**src/rtl/hazard_pkg.sv**
```systemverilog
// Shared constants and types for the scoreboarded hazard controller.
//   PC_SEQ            : pc_jump encoding for sequential fetch
//   FWD_RF..FWD_WB    : per-source forwarding select encodings
//   idx_t             : register index type for the default 32-register file
package hazard_pkg;

  localparam logic [2:0] PC_SEQ  = 3'b001;

  localparam logic [1:0] FWD_RF  = 2'b00;
  localparam logic [1:0] FWD_EXE = 2'b01;
  localparam logic [1:0] FWD_MEM = 2'b10;
  localparam logic [1:0] FWD_WB  = 2'b11;

  localparam int unsigned RW_DFLT = 5;
  typedef logic [RW_DFLT-1:0] idx_t;

endpackage

```
**src/rtl/hazard_scoreboard.sv**
```systemverilog
// Per-register pending-write scoreboard for long-latency producers.
//   clk, rst_n        : clock, async active-low reset
//   set_en, set_idx   : mark set_idx as having a pending long-latency write
//   clr_en, clr_idx   : write-back completed for clr_idx
//   pend              : flat pending vector; bit 0 is always 0
module hazard_scoreboard #(
  parameter int unsigned NREG = 32,
  parameter int unsigned RW   = 5
) (
  input  logic            clk,
  input  logic            rst_n,
  input  logic            set_en,
  input  logic [RW-1:0]   set_idx,
  input  logic            clr_en,
  input  logic [RW-1:0]   clr_idx,
  output logic [NREG-1:0] pend
);

  logic [NREG-1:1] pend_q;

  // Set beats clear on the same index: the new producer is younger.
  always_ff @(posedge clk or negedge rst_n) begin
    if (!rst_n) begin
      pend_q <= '0;
    end else begin
      for (int unsigned r = 1; r < NREG; r++) begin
        if (set_en && set_idx == RW'(r)) begin
          pend_q[r] <= 1'b1;
        end else if (clr_en && clr_idx == RW'(r)) begin
          pend_q[r] <= 1'b0;
        end
      end
    end
  end

  assign pend = {pend_q, 1'b0};

endmodule

```
**src/rtl/hazard_ctrl_sb.sv**
```systemverilog
// Scoreboarded pipeline hazard controller beside the ID stage.
//   clk, rst_n              : clock, async active-low reset
//   pc_jump                 : PC select; anything but PC_SEQ is a redirect
//   id_valid, id_rs, id_rs_used, id_rd, id_rd_wen, id_long : ID instruction
//   exe_rd/exe_fwd_ok, mem_rd/mem_fwd_ok, wb_rd/wb_wen     : downstream stages
//   stall, flush, id_issue, fwd_sel : same-cycle control (forced 0 in reset)
//   stall_cycles            : saturating count of stalled cycles
//   hazard_err              : sticky stall-timeout error
module hazard_ctrl_sb
  import hazard_pkg::*;
#(
  parameter int unsigned NREG    = 32,
  parameter int unsigned RW      = 5,
  parameter int unsigned NSRC    = 2,
  parameter int unsigned CNT_W   = 16,
  parameter int unsigned TIMEOUT = 1024
) (
  input  logic                clk,
  input  logic                rst_n,
  input  logic [2:0]          pc_jump,
  input  logic                id_valid,
  input  logic [NSRC*RW-1:0]  id_rs,
  input  logic [NSRC-1:0]     id_rs_used,
  input  logic [RW-1:0]       id_rd,
  input  logic                id_rd_wen,
  input  logic                id_long,
  input  logic [RW-1:0]       exe_rd,
  input  logic [RW-1:0]       mem_rd,
  input  logic [RW-1:0]       wb_rd,
  input  logic                exe_fwd_ok,
  input  logic                mem_fwd_ok,
  input  logic                wb_wen,
  output logic                stall,
  output logic                flush,
  output logic                id_issue,
  output logic [NSRC*2-1:0]   fwd_sel,
  output logic [CNT_W-1:0]    stall_cycles,
  output logic                hazard_err
);

  localparam int unsigned RUN_W   = (TIMEOUT > 1) ? $clog2(TIMEOUT + 1) : 1;
  localparam int unsigned TO_LAST = (TIMEOUT == 0) ? 0 : TIMEOUT - 1;

  logic [NREG-1:0]    pend;
  logic [NSRC-1:0]    blocked;
  logic [NSRC*2-1:0]  fwd_int;
  logic               waw;
  logic               redirect;
  logic               stall_int;
  logic               issue_int;
  logic               set_en;
  logic [RW-1:0]      rs;
  logic [RUN_W-1:0]   run_cnt;

  hazard_scoreboard #(
    .NREG (NREG),
    .RW   (RW)
  ) u_sb (
    .clk     (clk),
    .rst_n   (rst_n),
    .set_en  (set_en),
    .set_idx (id_rd),
    .clr_en  (wb_wen),
    .clr_idx (wb_rd),
    .pend    (pend)
  );

  // Per-source blocking and forwarding; a WB bypass releases the block.
  always_comb begin
    blocked = '0;
    fwd_int = '0;
    rs      = '0;
    for (int unsigned i = 0; i < NSRC; i++) begin
      rs = id_rs[i*RW +: RW];
      if (id_rs_used[i] && rs != '0) begin
        blocked[i] = pend[rs] && !(wb_wen && wb_rd == rs);
        if (exe_fwd_ok && exe_rd == rs) begin
          fwd_int[i*2 +: 2] = FWD_EXE;
        end else if (mem_fwd_ok && mem_rd == rs) begin
          fwd_int[i*2 +: 2] = FWD_MEM;
        end else if (wb_wen && wb_rd == rs) begin
          fwd_int[i*2 +: 2] = FWD_WB;
        end else begin
          fwd_int[i*2 +: 2] = FWD_RF;
        end
      end
    end
  end

  // Redirect wins over stall: the stalled instruction is being killed anyway.
  always_comb begin
    waw       = id_rd_wen && (id_rd != '0) && pend[id_rd] &&
                !(wb_wen && wb_rd == id_rd);
    redirect  = (pc_jump != PC_SEQ);
    stall_int = id_valid && !redirect && ((|blocked) || waw);
    issue_int = id_valid && !stall_int && !redirect;
    set_en    = issue_int && id_rd_wen && id_long && (id_rd != '0);
  end

  assign stall    = rst_n & stall_int;
  assign flush    = rst_n & redirect;
  assign id_issue = rst_n & issue_int;
  assign fwd_sel  = rst_n ? fwd_int : '0;

  // Saturating stall counter, consecutive-stall run counter and watchdog.
  always_ff @(posedge clk or negedge rst_n) begin
    if (!rst_n) begin
      stall_cycles <= '0;
      run_cnt      <= '0;
      hazard_err   <= 1'b0;
    end else begin
      if (stall_int) begin
        if (stall_cycles != '1) begin
          stall_cycles <= stall_cycles + CNT_W'(1);
        end
        if (run_cnt != '1) begin
          run_cnt <= run_cnt + RUN_W'(1);
        end
        if ((TIMEOUT != 0) && (run_cnt == RUN_W'(TO_LAST))) begin
          hazard_err <= 1'b1;
        end
      end else begin
        run_cnt <= '0;
      end
    end
  end

endmodule

```
**config.mk**
```make
export PLATFORM = sky130hd
export DESIGN_NAME = hazard_ctrl_sb
export DESIGN_NICKNAME = d
export VERILOG_FILES = /design/src/rtl/hazard_pkg.sv /design/src/rtl/hazard_scoreboard.sv /design/src/rtl/hazard_ctrl_sb.sv
export SDC_FILE = /design/constraint.sdc
export NUM_CORES = 1
export LEC_CHECK = 0
export ABC_AREA = 1
export ABC_CLOCK_PERIOD_IN_PS = 6400
export BUFFER_PORTS_ARGS = -buffer_cell sky130_fd_sc_hd__buf_2
export CORE_ASPECT_RATIO = 0.75
export CORE_MARGIN = 2
export CORE_UTILIZATION = 50
export DETAILED_ROUTE_END_ITERATION = 10
export HOLD_SLACK_MARGIN = 0.15
export PLACE_DENSITY = 0.78
export SYNTH_ARGS = -nofsm -noshare
export SYNTH_HDL_FRONTEND = slang
export SYNTH_HIERARCHICAL = 1
export SYNTH_SLANG_ARGS = --single-unit
```
**constraint.sdc**
```tcl
create_clock -name clk -period 6.4 [get_ports clk]
set_clock_uncertainty 0.1 [all_clocks]
set_input_delay 1.28 -clock clk [delete_from_list [all_inputs] [get_ports clk]]
set_output_delay 1.28 -clock clk [all_outputs]
set_load 0.01 [all_outputs]
```
# Word level (Yosys, flattened, before mapping)
# Cells that the tools add are included.
# classes
n_reduce_logical,126
eq_ne,74
bitwise_logic,3
magnitude_cmp,3
muxes,81
n_addsub,2
# op_table
op,n
equality test 5 bit (second input constant),32
logical AND 1 bit,83
equality test 5 x 4 -> 1 bit (second input constant),16
2-to-1 mux 1 bit,67
nonzero test 2 bit,31
equality test 5 x 3 -> 1 bit (second input constant),8
equality test 5 bit,7
2-to-1 mux 11 bit,2
equality test 5 x 2 -> 1 bit (second input constant),4
< comparator 5 x 6 -> 1 bit (second input constant),3
adder 16 x 1 -> 16 bit (second input constant),1
2-to-1 mux 2 bit,8
inequality test 16 bit (second input constant),1
binary-select mux 1 bit (select 5 bit),3
nonzero test 5 bit,3
adder 11 x 1 -> 11 bit (second input constant),1
equality test 11 x 10 -> 1 bit (second input constant),1
inequality test 11 bit (second input constant),1
equality test 5 x 1 -> 1 bit (second input constant),2
logical NOT 1 bit,5
2-to-1 mux 4 bit,1
AND reduction 2 bit,2
bitwise AND 1 bit,3
inequality test 3 x 1 -> 1 bit (second input constant),1
3 further kinds,3
# totals
in_bits,43
reg_bits,59
output_inout_bits,24

# Depth between registers and ports, before layout
# depth
ltp_word,16
depth_mapped,16
depth_no_buf,14

# By module
# The synthesis kept the hierarchy.
# modules_own_cells
mod,instances,seq_area_each_um2,area_per_inst_um2,cells_per_inst
hazard_ctrl_sb,1,700.7,3266.9,544
hazard_scoreboard,1,775.7,1555.2,212

# Worst setup path before layout
# Ideal clock, no wire load.
# synth_path
path_kind,input to output
start,input id_rd[1]
end,output stall
slack_ps,2454
required_time_ps,5020
t_arrival_ps,2566
path_stages,13
path_cell_list,buf_4 > inv_2 > buf_4 > nor2_1 > o21ai_1 > nand3_1 > nand3_1 > nand3_1 > nand3_1 > nand3_4 > nand2_2 > buf_6 > nor2_1
# synth_via
elab_chain_cells,7
word_cells_on_any_way,12
classes_between,1 x eq/ne; 2 x mux; 1 x bitwise; 8 x reduce/logical
# synth_lines
element,line_no,source
"start, declared",hazard_ctrl_sb.sv:24,"input logic [RW-1:0] id_rd,"
binary-select mux 1 bit (select 5 bit) (tied with other cells),hazard_ctrl_sb.sv:92,waw = id_rd_wen && (id_rd != '0) && pend[id_rd] &&
2-to-1 mux 1 bit (not written as such) (tied with other cells),hazard_ctrl_sb.sv:92,
logical AND 1 bit or logical NOT 1 bit (tied branches),"hazard_ctrl_sb.sv:92, hazard_ctrl_sb.sv:93",
logical AND 1 bit (*),hazard_ctrl_sb.sv:92,
logical OR 1 bit (*),hazard_ctrl_sb.sv:95,stall_int = id_valid && !redirect && ((|blocked) || waw);
logical AND 1 bit (*),hazard_ctrl_sb.sv:95,
bitwise AND 1 bit (*),hazard_ctrl_sb.sv:100,assign stall = rst_n & stall_int;
"end, declared",hazard_ctrl_sb.sv:33,"output logic stall,"
# Mark *: on every way between the ends. The rest lies on a longest branch, timed or not. The select of a mux whose other input is x is not followed.

# Worst setup path after layout
# layout_path
start,input id_rs[6]
end,output stall
# layout_via
elab_chain_cells,9
word_cells_on_any_way,13
classes_between,1 x eq/ne; 3 x mux; 1 x bitwise; 8 x reduce/logical
# layout_lines
element,line_no,source
"start, declared",hazard_ctrl_sb.sv:22,"input logic [NSRC*RW-1:0] id_rs,"
branches (longest 4 deep; another with binary-select mux 1 bit (select 5 bit)),--,
2-to-1 mux 1 bit (*),hazard_ctrl_sb.sv:75,if (id_rs_used[i] && rs != '0) begin
OR reduction 2 bit (*),hazard_ctrl_sb.sv:95,
logical OR 1 bit (*),hazard_ctrl_sb.sv:95,
logical AND 1 bit (*),hazard_ctrl_sb.sv:95,
bitwise AND 1 bit (*),hazard_ctrl_sb.sv:100,
# Every way passes the cells marked *. The select of a mux whose other input is x is not followed.

==> qor.yml <==
yosys:
  synth.cell_area_sq_um: 4822
  synth_area_leader_cell: "dfrtp_1"
  synth-xor-area-share: 0.03451
  synth_area_leaders: "dfrtp_1, nand2_1, nand3_1"
  ys_types: 34
  seq_area_frac_synth: 0.3062
  synth_top_family_by_area: "simple AND/OR/NAND/NOR gates"
  synthArstFlopShare: 1.000
  ys.flop_type: "dfrtp_1"
  synth_cells: 756
  synth_adder_area_share: 0.005189
  synth.net_count: 801
  ys_ff_latch: 59
  synth_edf_count: 0
  synthMuxAreaShare: 0
  avgSynthCellArea_sq_um: 6.378
  synthSimpleGateAreaFrac: 0.4598
  synth_top_area_share: 0.3062
  yosysWarnings: 6
  synth-compound-area-share: 0.08147
global_routing:
  grt_max_degree: 38
  grt_pass1_vias: 4822
  grt_pass1_wl_mm: 25.57
  grt_overflow: 0
  grt.total_usage: 0.3174
  antenna_found_initial: 0
sta:
  final.min_clock_period_ns: 4.640
  final_hold_viol_count: 0
  fin_crit_sh: 0.7249
  max_slew_margin: 0.5454
  setup-tns-final_ns: 0
  maxSlewViolCount: 0
  fmax_mhz: 215.5
  setup_viol: 0
  worst_pin_slew_ns: 0.6820
  rsz0062_at_grt: "false"
setup_path:
  start_kind: "primary input"
  cp.required_ns: 5.02
  r2r-end: "u_sb/pend_q[8]"
  cpPeakStageDelay_ns: 0.35
  cp-end-kind: "output pin"
  cp-endpoint: "stall"
  r2r-start: "u_sb/pend_q[1]"
  critPathKind: "in -> out"
  crit_chain: "buf_2 > inv_1 > o21ai_0 > nor2_1 > nand3_1 > nand2_1 > inv_1 > nand3_1 > nand3_4 > nand2_2 > nor2_1 > buf_2"
  rrSetupSlack_ns: 3.85
  setup.worst_path.start: "id_rs[6]"
  slowest_stage: "inv_1"
  r2r_cells: 13
  cp.arrival_ns: 3.26
  cp_max_fo: 19
clock_tree:
  clk_pin_slew_ns: 0.05
  htree_levels: 3
  clkLatencyLatePin_ns: 0.33
  cts_hold_buf: 0
  cts_buffers: 9
  post_cts_buffers: 0
  root_buffer: "clkbuf_16"
  cts_repair_resize_count: 0
  cts.path.max_buffers: 2
  cts_tree: "built"
  cts.sinks: 59
detailed_routing:
  drt-pass1-iter-count: 5
  drcViolationCount: 0
  vias: 5423
  final_antenna_net_count: 0
  wirelength_mm: 16.50
  wire_per_inst_microns: 17.46
  vias_per_cell: 5.739
  drt_iter0_markers: 676
place:
  port-buffer-count: 66
  dp_cells: 930
  place.gp.congestion: 1.025
  hpwl_mm: 11.88
final_layout:
  antenna_cells: 0
  final_nets: 854
  layout_commonest_cell: "nand2_1"
  final_cells: 945
  drive_above_1_share: 0.1415
  final_cell_mix: "nand2_1, nand3_1, inv_1"
  final_util: 0.5733
  area_growth_syn_to_layout_pct: 12.97
power_and_ir_drop:
  p_leak_uw: 0.002783
  vdd_drop_max_mv: 0.1554
  p_per_area_nw_per_um2: 202.1
outcome:
  status: "finished clean"
min_path:
  hold_path_depth: 2
  hold_class: "reg -> reg"
die:
  start_util: 0.5074
  die_area_sq_um: 10450
  rows: 31
  core-area_sq_um: 9503
  die_x_microns: 117.4
  dieHeight_microns: 89.05
  ios: 67
run:
  drv_cap: 0
-- how the worst min path moves through the flow --
stage / to / slack (ns) / startpoint
2_1_floorplan: u_sb/pend_q[15] / 0.34 / u_sb/pend_q[15]
3_3_place_gp: u_sb/pend_q[15] / 0.35 / u_sb/pend_q[15]
3_5_place_dp: hazard_err / 0.36 / hazard_err
4_1_cts: u_sb/pend_q[11] / 0.37 / u_sb/pend_q[11]
5_1_grt: u_sb/pend_q[13] / 0.39 / u_sb/pend_q[13]
6_report: u_sb/pend_q[1] / 0.37 / u_sb/pend_q[1]
-- cell families (layout without fill, tap and decap cells) --
family	after synthesis	count (layout)
compound gates	64	64
xor+xnor	19	19
fa+ha+maj	2	2
buf+inv	116	173
flops	59	59
other cells	1	1
simple gates	495	495
-- cells in the mapped netlist, drive strengths merged (2+ instances only) --
library cell and count:
nand2 260, nand3 119, inv 90, nor2 71, dfrtp 59, nand4 33
buf 26, a21oi 17, o21ai 15, o22ai 12, xor2 10, nor3 9
xnor2 9, o211ai 8, a221oi 6, a211oi 3, o21bai 3, ha 2
-- routing by layer --
| metal | up-vias | GRT usage | wire, microns |
|---|---|---|---|
| met5 | - | 0 | 0 |
| met4 | 0 | 0.1260 | 599 |
| met3 | 56 | 0.07270 | 1887 |
| met2 | 302 | 0.4912 | 7105 |
| met1 | 2486 | 0.4368 | 6907 |
| li1 | 2579 | - | - |
-- registers in the layout, indices dropped and copies added (netlist names) --
signal	cells
stall_cycles	16
run_cnt	11
hazard_err	1
u_sb/pend_q	31
-- power by group --
part	switching (uW)	leakage (uW)	internal (uW)
Combinational	131	0.00182	59.0
Sequential	14.4	0.000820	383
Clock	165	0.000148	349
-- area by class of cell --
cell class / instances / area [sq um]
timing repair buffer: 68 / 345.3
tap: 132 / 165.2
clock buffer: 11 / 242.7
clock inverter: 4 / 75.07
sequential: 59 / 1476
multi-input combinational: 581 / 2805
fill: 959 / 4055
inverter: 90 / 337.8
-- metrics by stage --
stage | worst slack (ns) | hold slack (ns) | cell area, sq um | total power (uW)
floorplan | 2.454 | 0.3412 | 4822 | 522.9
global placement | 1.770 | 0.3540 | 5130 | 585.2
detailed placement | 1.791 | 0.3564 | 5130 | 587.6
CTS | 1.774 | 0.3719 | 5448 | 1108
global route | 1.467 | 0.3930 | 5448 | 1149
finish | 1.760 | 0.3680 | 5448 | 1101
-- worst max-delay path: cells and delay by family --
| family | cells | cell delay [ns] |
|---|---|---|
| simple gates | 7 | 1.14 |
| compound gates | 1 | 0.13 |
| buf+inv | 4 | 0.72 |
Note: power is estimated with default switching activity, not from simulation.
